--- src/rtl/cla_chunk_sequencer.sv ---
// Multi-word adder front end: streams NBIT-bit chunks of a WIDTH-bit add, LSB first,
// through one combinational CLA slice, registering the inter-chunk carry.

module cla_decomposed #(
    parameter int unsigned NBIT = 4,
    parameter int unsigned NNL  = 56
) (
    input  logic [NBIT-1:0] a,
    input  logic [NBIT-1:0] b,
    input  logic            c_in,
    output logic [NBIT-1:0] s,
    output logic            c_out
);
    // nl holds one row of product terms per carry; row k ORs into carry k+1
    localparam int unsigned ROW = NNL / NBIT;

    logic [NBIT-1:0] g;
    logic [NBIT-1:0] p;
    logic [NNL-1:0]  nl;
    logic [NBIT:0]   c;

    assign g = a & b;
    assign p = a ^ b;

    always_comb begin
        logic term;
        term = 1'b0;
        nl   = '0;
        for (int k = 0; k < int'(NBIT); k++) begin
            for (int j = 0; j <= k; j++) begin
                term = g[j];
                for (int m = j + 1; m <= k; m++) begin
                    term = term & p[m];
                end
                nl[k*ROW + j] = term;
            end
            term = c_in;
            for (int m = 0; m <= k; m++) begin
                term = term & p[m];
            end
            nl[k*ROW + k + 1] = term;
        end
    end

    always_comb begin
        c    = '0;
        c[0] = c_in;
        for (int k = 0; k < int'(NBIT); k++) begin
            c[k+1] = |nl[k*ROW +: ROW];
        end
    end

    assign s     = p ^ c[NBIT-1:0];
    assign c_out = c[NBIT];
endmodule

module cla_chunk_sequencer #(
    parameter  int unsigned NBIT   = 4,
    parameter  int unsigned NNL    = 56,
    parameter  int unsigned NCHUNK = 4,
    localparam int unsigned WIDTH  = NBIT * NCHUNK
) (
    input  logic             clk,
    input  logic             rst_n,
    input  logic             in_valid,
    output logic             in_ready,
    input  logic [WIDTH-1:0] op_a,
    input  logic [WIDTH-1:0] op_b,
    input  logic             c_in,
    output logic             out_valid,
    input  logic             out_ready,
    output logic [WIDTH-1:0] sum,
    output logic             c_out,
    output logic             busy
);
    localparam int unsigned IW = $clog2(NCHUNK);

    localparam logic [1:0] IDLE = 2'd0;
    localparam logic [1:0] RUN  = 2'd1;
    localparam logic [1:0] DONE = 2'd2;

    logic [1:0]       state, state_d;
    logic [IW-1:0]    idx, idx_d;
    logic             carry, carry_d;
    logic [WIDTH-1:0] a_q, a_d, b_q, b_d;
    logic [WIDTH-1:0] sum_d;
    logic             c_out_d;
    logic             in_ready_d, out_valid_d, busy_d;

    logic [NBIT-1:0]  slice_a, slice_b, slice_s;
    logic             slice_cout;

    assign slice_a = a_q[idx*NBIT +: NBIT];
    assign slice_b = b_q[idx*NBIT +: NBIT];

    cla_decomposed #(
        .NBIT (NBIT),
        .NNL  (NNL)
    ) u_slice (
        .a     (slice_a),
        .b     (slice_b),
        .c_in  (carry),
        .s     (slice_s),
        .c_out (slice_cout)
    );

    // Next-state and datapath; handshake flags are registered from the next state
    always_comb begin
        state_d = state;
        idx_d   = idx;
        carry_d = carry;
        a_d     = a_q;
        b_d     = b_q;
        sum_d   = sum;
        c_out_d = c_out;
        case (state)
            IDLE: begin
                if (in_valid && in_ready) begin
                    a_d     = op_a;
                    b_d     = op_b;
                    carry_d = c_in;
                    idx_d   = '0;
                    state_d = RUN;
                end
            end
            RUN: begin
                sum_d[idx*NBIT +: NBIT] = slice_s;
                carry_d = slice_cout;
                idx_d   = idx + 1'b1;
                if (idx == IW'(NCHUNK - 1)) begin
                    c_out_d = slice_cout;
                    idx_d   = '0;
                    state_d = DONE;
                end
            end
            DONE: begin
                if (out_valid && out_ready) begin
                    state_d = IDLE;
                end
            end
            default: state_d = IDLE;
        endcase
        in_ready_d  = (state_d == IDLE);
        out_valid_d = (state_d == DONE);
        busy_d      = (state_d == RUN) || (state_d == DONE);
    end

    always_ff @(posedge clk) begin
        if (!rst_n) begin
            state     <= IDLE;
            idx       <= '0;
            carry     <= 1'b0;
            a_q       <= '0;
            b_q       <= '0;
            sum       <= '0;
            c_out     <= 1'b0;
            in_ready  <= 1'b0;
            out_valid <= 1'b0;
            busy      <= 1'b0;
        end else begin
            state     <= state_d;
            idx       <= idx_d;
            carry     <= carry_d;
            a_q       <= a_d;
            b_q       <= b_d;
            sum       <= sum_d;
            c_out     <= c_out_d;
            in_ready  <= in_ready_d;
            out_valid <= out_valid_d;
            busy      <= busy_d;
        end
    end
endmodule
--- config.mk ---
export PLATFORM = sky130hd
export DESIGN_NAME = cla_chunk_sequencer
export DESIGN_NICKNAME = d
export VERILOG_FILES = /design/src/rtl/cla_chunk_sequencer.sv
export SDC_FILE = /design/constraint.sdc
export NUM_CORES = 1
export LEC_CHECK = 0
export CAP_MARGIN = 40
export CORE_MARGIN = 2
export CORE_UTILIZATION = 30
export DETAILED_ROUTE_END_ITERATION = 8
export PLACE_DENSITY_LB_ADDON = 0.15
export SLEW_MARGIN = 25
export SYNTH_ARGS = -nofsm -noshare
export SYNTH_HDL_FRONTEND = slang
export SYNTH_HIERARCHICAL = 1
export SYNTH_SLANG_ARGS = --single-unit
--- constraint.sdc ---
create_clock -name clk -period 6.58 [get_ports clk]
set_input_delay 1.316 -clock clk [delete_from_list [all_inputs] [get_ports clk]]
set_output_delay 1.316 -clock clk [all_outputs]
set_load 0.05 [all_outputs]
==> impl_metrics.env <==
export IMPL_status="finished, final reports clean"
export IMPL_finalMaxSlewViolations=0
export IMPL_track_usage=0.139
export IMPL_p_switching_mw=0.203
export IMPL_regArea_um2=1140
export IMPL_tns_ps=0
export IMPL_h_tree_depth=3
export IMPL_syn_cell_area_um2=2530
export IMPL_critPathRequiredTime_ps=6820
export IMPL_dieArea_um2=9200
export IMPL_cts_resized=0
export IMPL_initialDrtViolationCount=48
export IMPL_rsz0062_at_grt="false"
export IMPL_holdWs_ps=451
export IMPL_pre_cts_slack_ps=3080
export IMPL_path_clk_slew_ps=60
export IMPL_synth_warnings=6
export IMPL_synth_compound_area_frac=0.142
export IMPL_cts_sinks=57
export IMPL_grt_max_degree=36
export IMPL_path_max_fanout=32
export IMPL_die_w_um=95.9
export IMPL_synth_cell_types=34
export IMPL_cts_hold_buf=0
export IMPL_fmax_mhz=319
export IMPL_viasPerCell=4.69
export IMPL_drive_above_1_share=0.0875
export IMPL_via_count=2100
export IMPL_slew_limit_headroom=0.562
export IMPL_cp_data_arrival_time_ps=3370
export IMPL_netlist_top_cells_count="78 x nand2_1, 57 x dfxtp_1, 41 x a21oi_1, 13 x ha_1, 12 x nor2_1"
export IMPL_start_kind="input port"
export IMPL_io_pins=57
export IMPL_fillers=850
export IMPL_setup_slack_ps=3440
export IMPL_grt_pass1_vias=1957
export IMPL_fin_crit_sh=0.477
export IMPL_seq_area_frac_synth=0.450
export IMPL_clock_latency_ps=340
export IMPL_totalWireLength_um=5890
export IMPL_switching_share=0.241
export IMPL_end_kind="flip-flop"
export IMPL_core_area_um2=8220
export IMPL_yosysMostFrequentCell="nand2_1"
export IMPL_synth_top_family_by_area="simple AND/OR/NAND/NOR gates"
export IMPL_wl_per_cell_um=13.1
export IMPL_synth_xor_area_frac=0.0104
export IMPL_synth_top_area_frac=0.450
export IMPL_cts_setup_buffers=0
export IMPL_max_cap_viol_count=0
export IMPL_grt_overflow_total=0
export IMPL_final_net_count=389
export IMPL_synthTopCellsByArea="dfxtp_1 45%, nand2_1 12%, a21oi_1 8.1%"
export IMPL_yosys_area_share_simple=0.203
export IMPL_clkPwrFrac=0.441
export IMPL_die_h_um=95.9
export IMPL_synth_seq_cells=57
export IMPL_cts_max_path_buffers=2
export IMPL_tightest_slew_ps=656
export IMPL_hold_violations=0
export IMPL_synth_enable_flop_cells=0
export IMPL_postRouteAntennaNets=0
export IMPL_power_density_nw_per_um2=247
export IMPL_drc_errors=0
export IMPL_antenna_cells=0
export IMPL_hpwl_um=4160
export IMPL_rrSetupSlack_ps=3800
export IMPL_async_flop_share=0
export IMPL_hold_class="reg -> reg"
export IMPL_synthFlopType="dfxtp_1"
export IMPL_internal_power_mw=0.639
export IMPL_avgSynthCellArea_um2=8.92
export IMPL_start_util=0.308
export IMPL_power_frac_comb=0.122
export IMPL_io_buffers=56
export IMPL_leakage_nw=1.24
export IMPL_cts_buffers_inserted=9
export IMPL_vdd_drop_max_mv=0.106
export IMPL_sequentialPowerShare=0.437
export IMPL_num_rows=33
export IMPL_drt_first_pass_iters=4
export IMPL_synthCells=284
export IMPL_min_period_ps=3140
export IMPL_setup_violations_final=0
export IMPL_yosysTopAreaCell="dfxtp_1"
export IMPL_critical_path_class="in -> reg"
export IMPL_grt_first_pass_wirelength_um=9390
export IMPL_syn_to_final_growth_pct=34.3
export IMPL_fin_worst_skew_ps=6.03
export IMPL_clockRootBuffer="clkbuf_8"
export IMPL_syn_nets=335
export IMPL_synth_fa_ha_area_frac=0.0721
export IMPL_multiInputGateArea_um2=1260
export IMPL_antenna_found_initial=0
export IMPL_synthMuxAreaShare=0.0711
export IMPL_cts_tree="built"
export IMPL_place_gp_congestion=0.753
==> critical path: stages <==
cell,delay (ps)
clkdlybuf4s50_1,760
clkinv_1,550
buf_4,420
o41ai_1,310
==> final timing paths <==
| kind | start | to | cells past startpoint |
|---|---|---|---|
| max | rst_n | idx[0]$_SDFFE_PN0P_ | 4 |
| min | sum[12]$_SDFFE_PN0P_ | sum[12]$_SDFFE_PN0P_ | 2 |
| max reg2reg | idx[0]$_SDFFE_PN0P_ | sum[15]$_SDFFE_PN0P_ | 9 |
| min reg2reg | sum[12]$_SDFFE_PN0P_ | sum[12]$_SDFFE_PN0P_ | 2 |
==> metal layers <==
metal / vias up / track usage / part of all wire
met2: 39 / 0.213 / 0.48
li1: 1089 / - / -
met5: - / 0 / 0
met4: 0 / 0.0679 / 0.020
met1: 962 / 0.175 / 0.46
met3: 10 / 0.0439 / 0.040
==> per-stage QoR <==
stage               power, mW  area, µm²  std cells  utilization
finish                  0.842       3400        448        0.414
global route            0.881       3400        448        0.414
CTS                     0.854       3400        447        0.413
detailed placement      0.479       3170        431        0.385
global placement        0.477       3150        430        0.384
floorplan               0.437       2530        284            -
==> logic make-up (layout without fill, tap and decap cells) <==
| family | Yosys count | count (layout) |
|---|---|---|
| adder cells (fa/ha/maj) | 14 | 14 |
| buffers and inverters | 27 | 86 |
| multiplexers | 8 | 8 |
| AO/OA/AOI/OAI | 61 | 61 |
| XOR/XNOR | 3 | 3 |
| AND/OR/NAND/NOR | 114 | 114 |
| flip-flops | 57 | 57 |
==> state kept, by name (all words and copies together), names as in the netlist <==
signal and cells:
a_q 16, b_q 16, sum 16, idx 2
state 2, busy 1, c_out 1, carry 1
in_ready 1, out_valid 1
==> power by group through the flow <==
stage / Sequential [mW] / Clock (mW) / Combinational [mW]
after global placement: 0.378 / 0 / 0.0993
after global routing: 0.369 / 0.398 / 0.114
after CTS: 0.368 / 0.382 / 0.104
after floorplan: 0.378 / 0 / 0.0593
after detailed placement: 0.376 / 0 / 0.104
final: 0.368 / 0.372 / 0.103
==> layout by cell type, fill, tap and decap left out, types with 3 or more instances in the layout <==
master / Yosys / final
inv_1: 9 / 8
nand4_1: 6 / 6
nand3b_1: 3 / 3
nor2_1: 12 / 12
buf_4: 5 / 3
clkbuf_8: 0 / 11
a32oi_1: 8 / 8
a21oi_1: 41 / 41
clkdlybuf4s50_1: 0 / 56
nand2_1: 78 / 78
dfxtp_1: 57 / 57
o22ai_1: 4 / 4
mux4_2: 8 / 8
and2_1: 4 / 4
ha_1: 13 / 13
nand3_1: 3 / 3
==> layout make-up <==
class	instances	area share
clock inverters	5	0.0228
flip-flops and latches	57	0.335
multi-input cells	200	0.371
clock buffers	11	0.0445
well taps	105	0.0386
repair buffers	61	0.178
inverters	9	0.00993
Note: power is estimated with default switching activity, not from simulation.
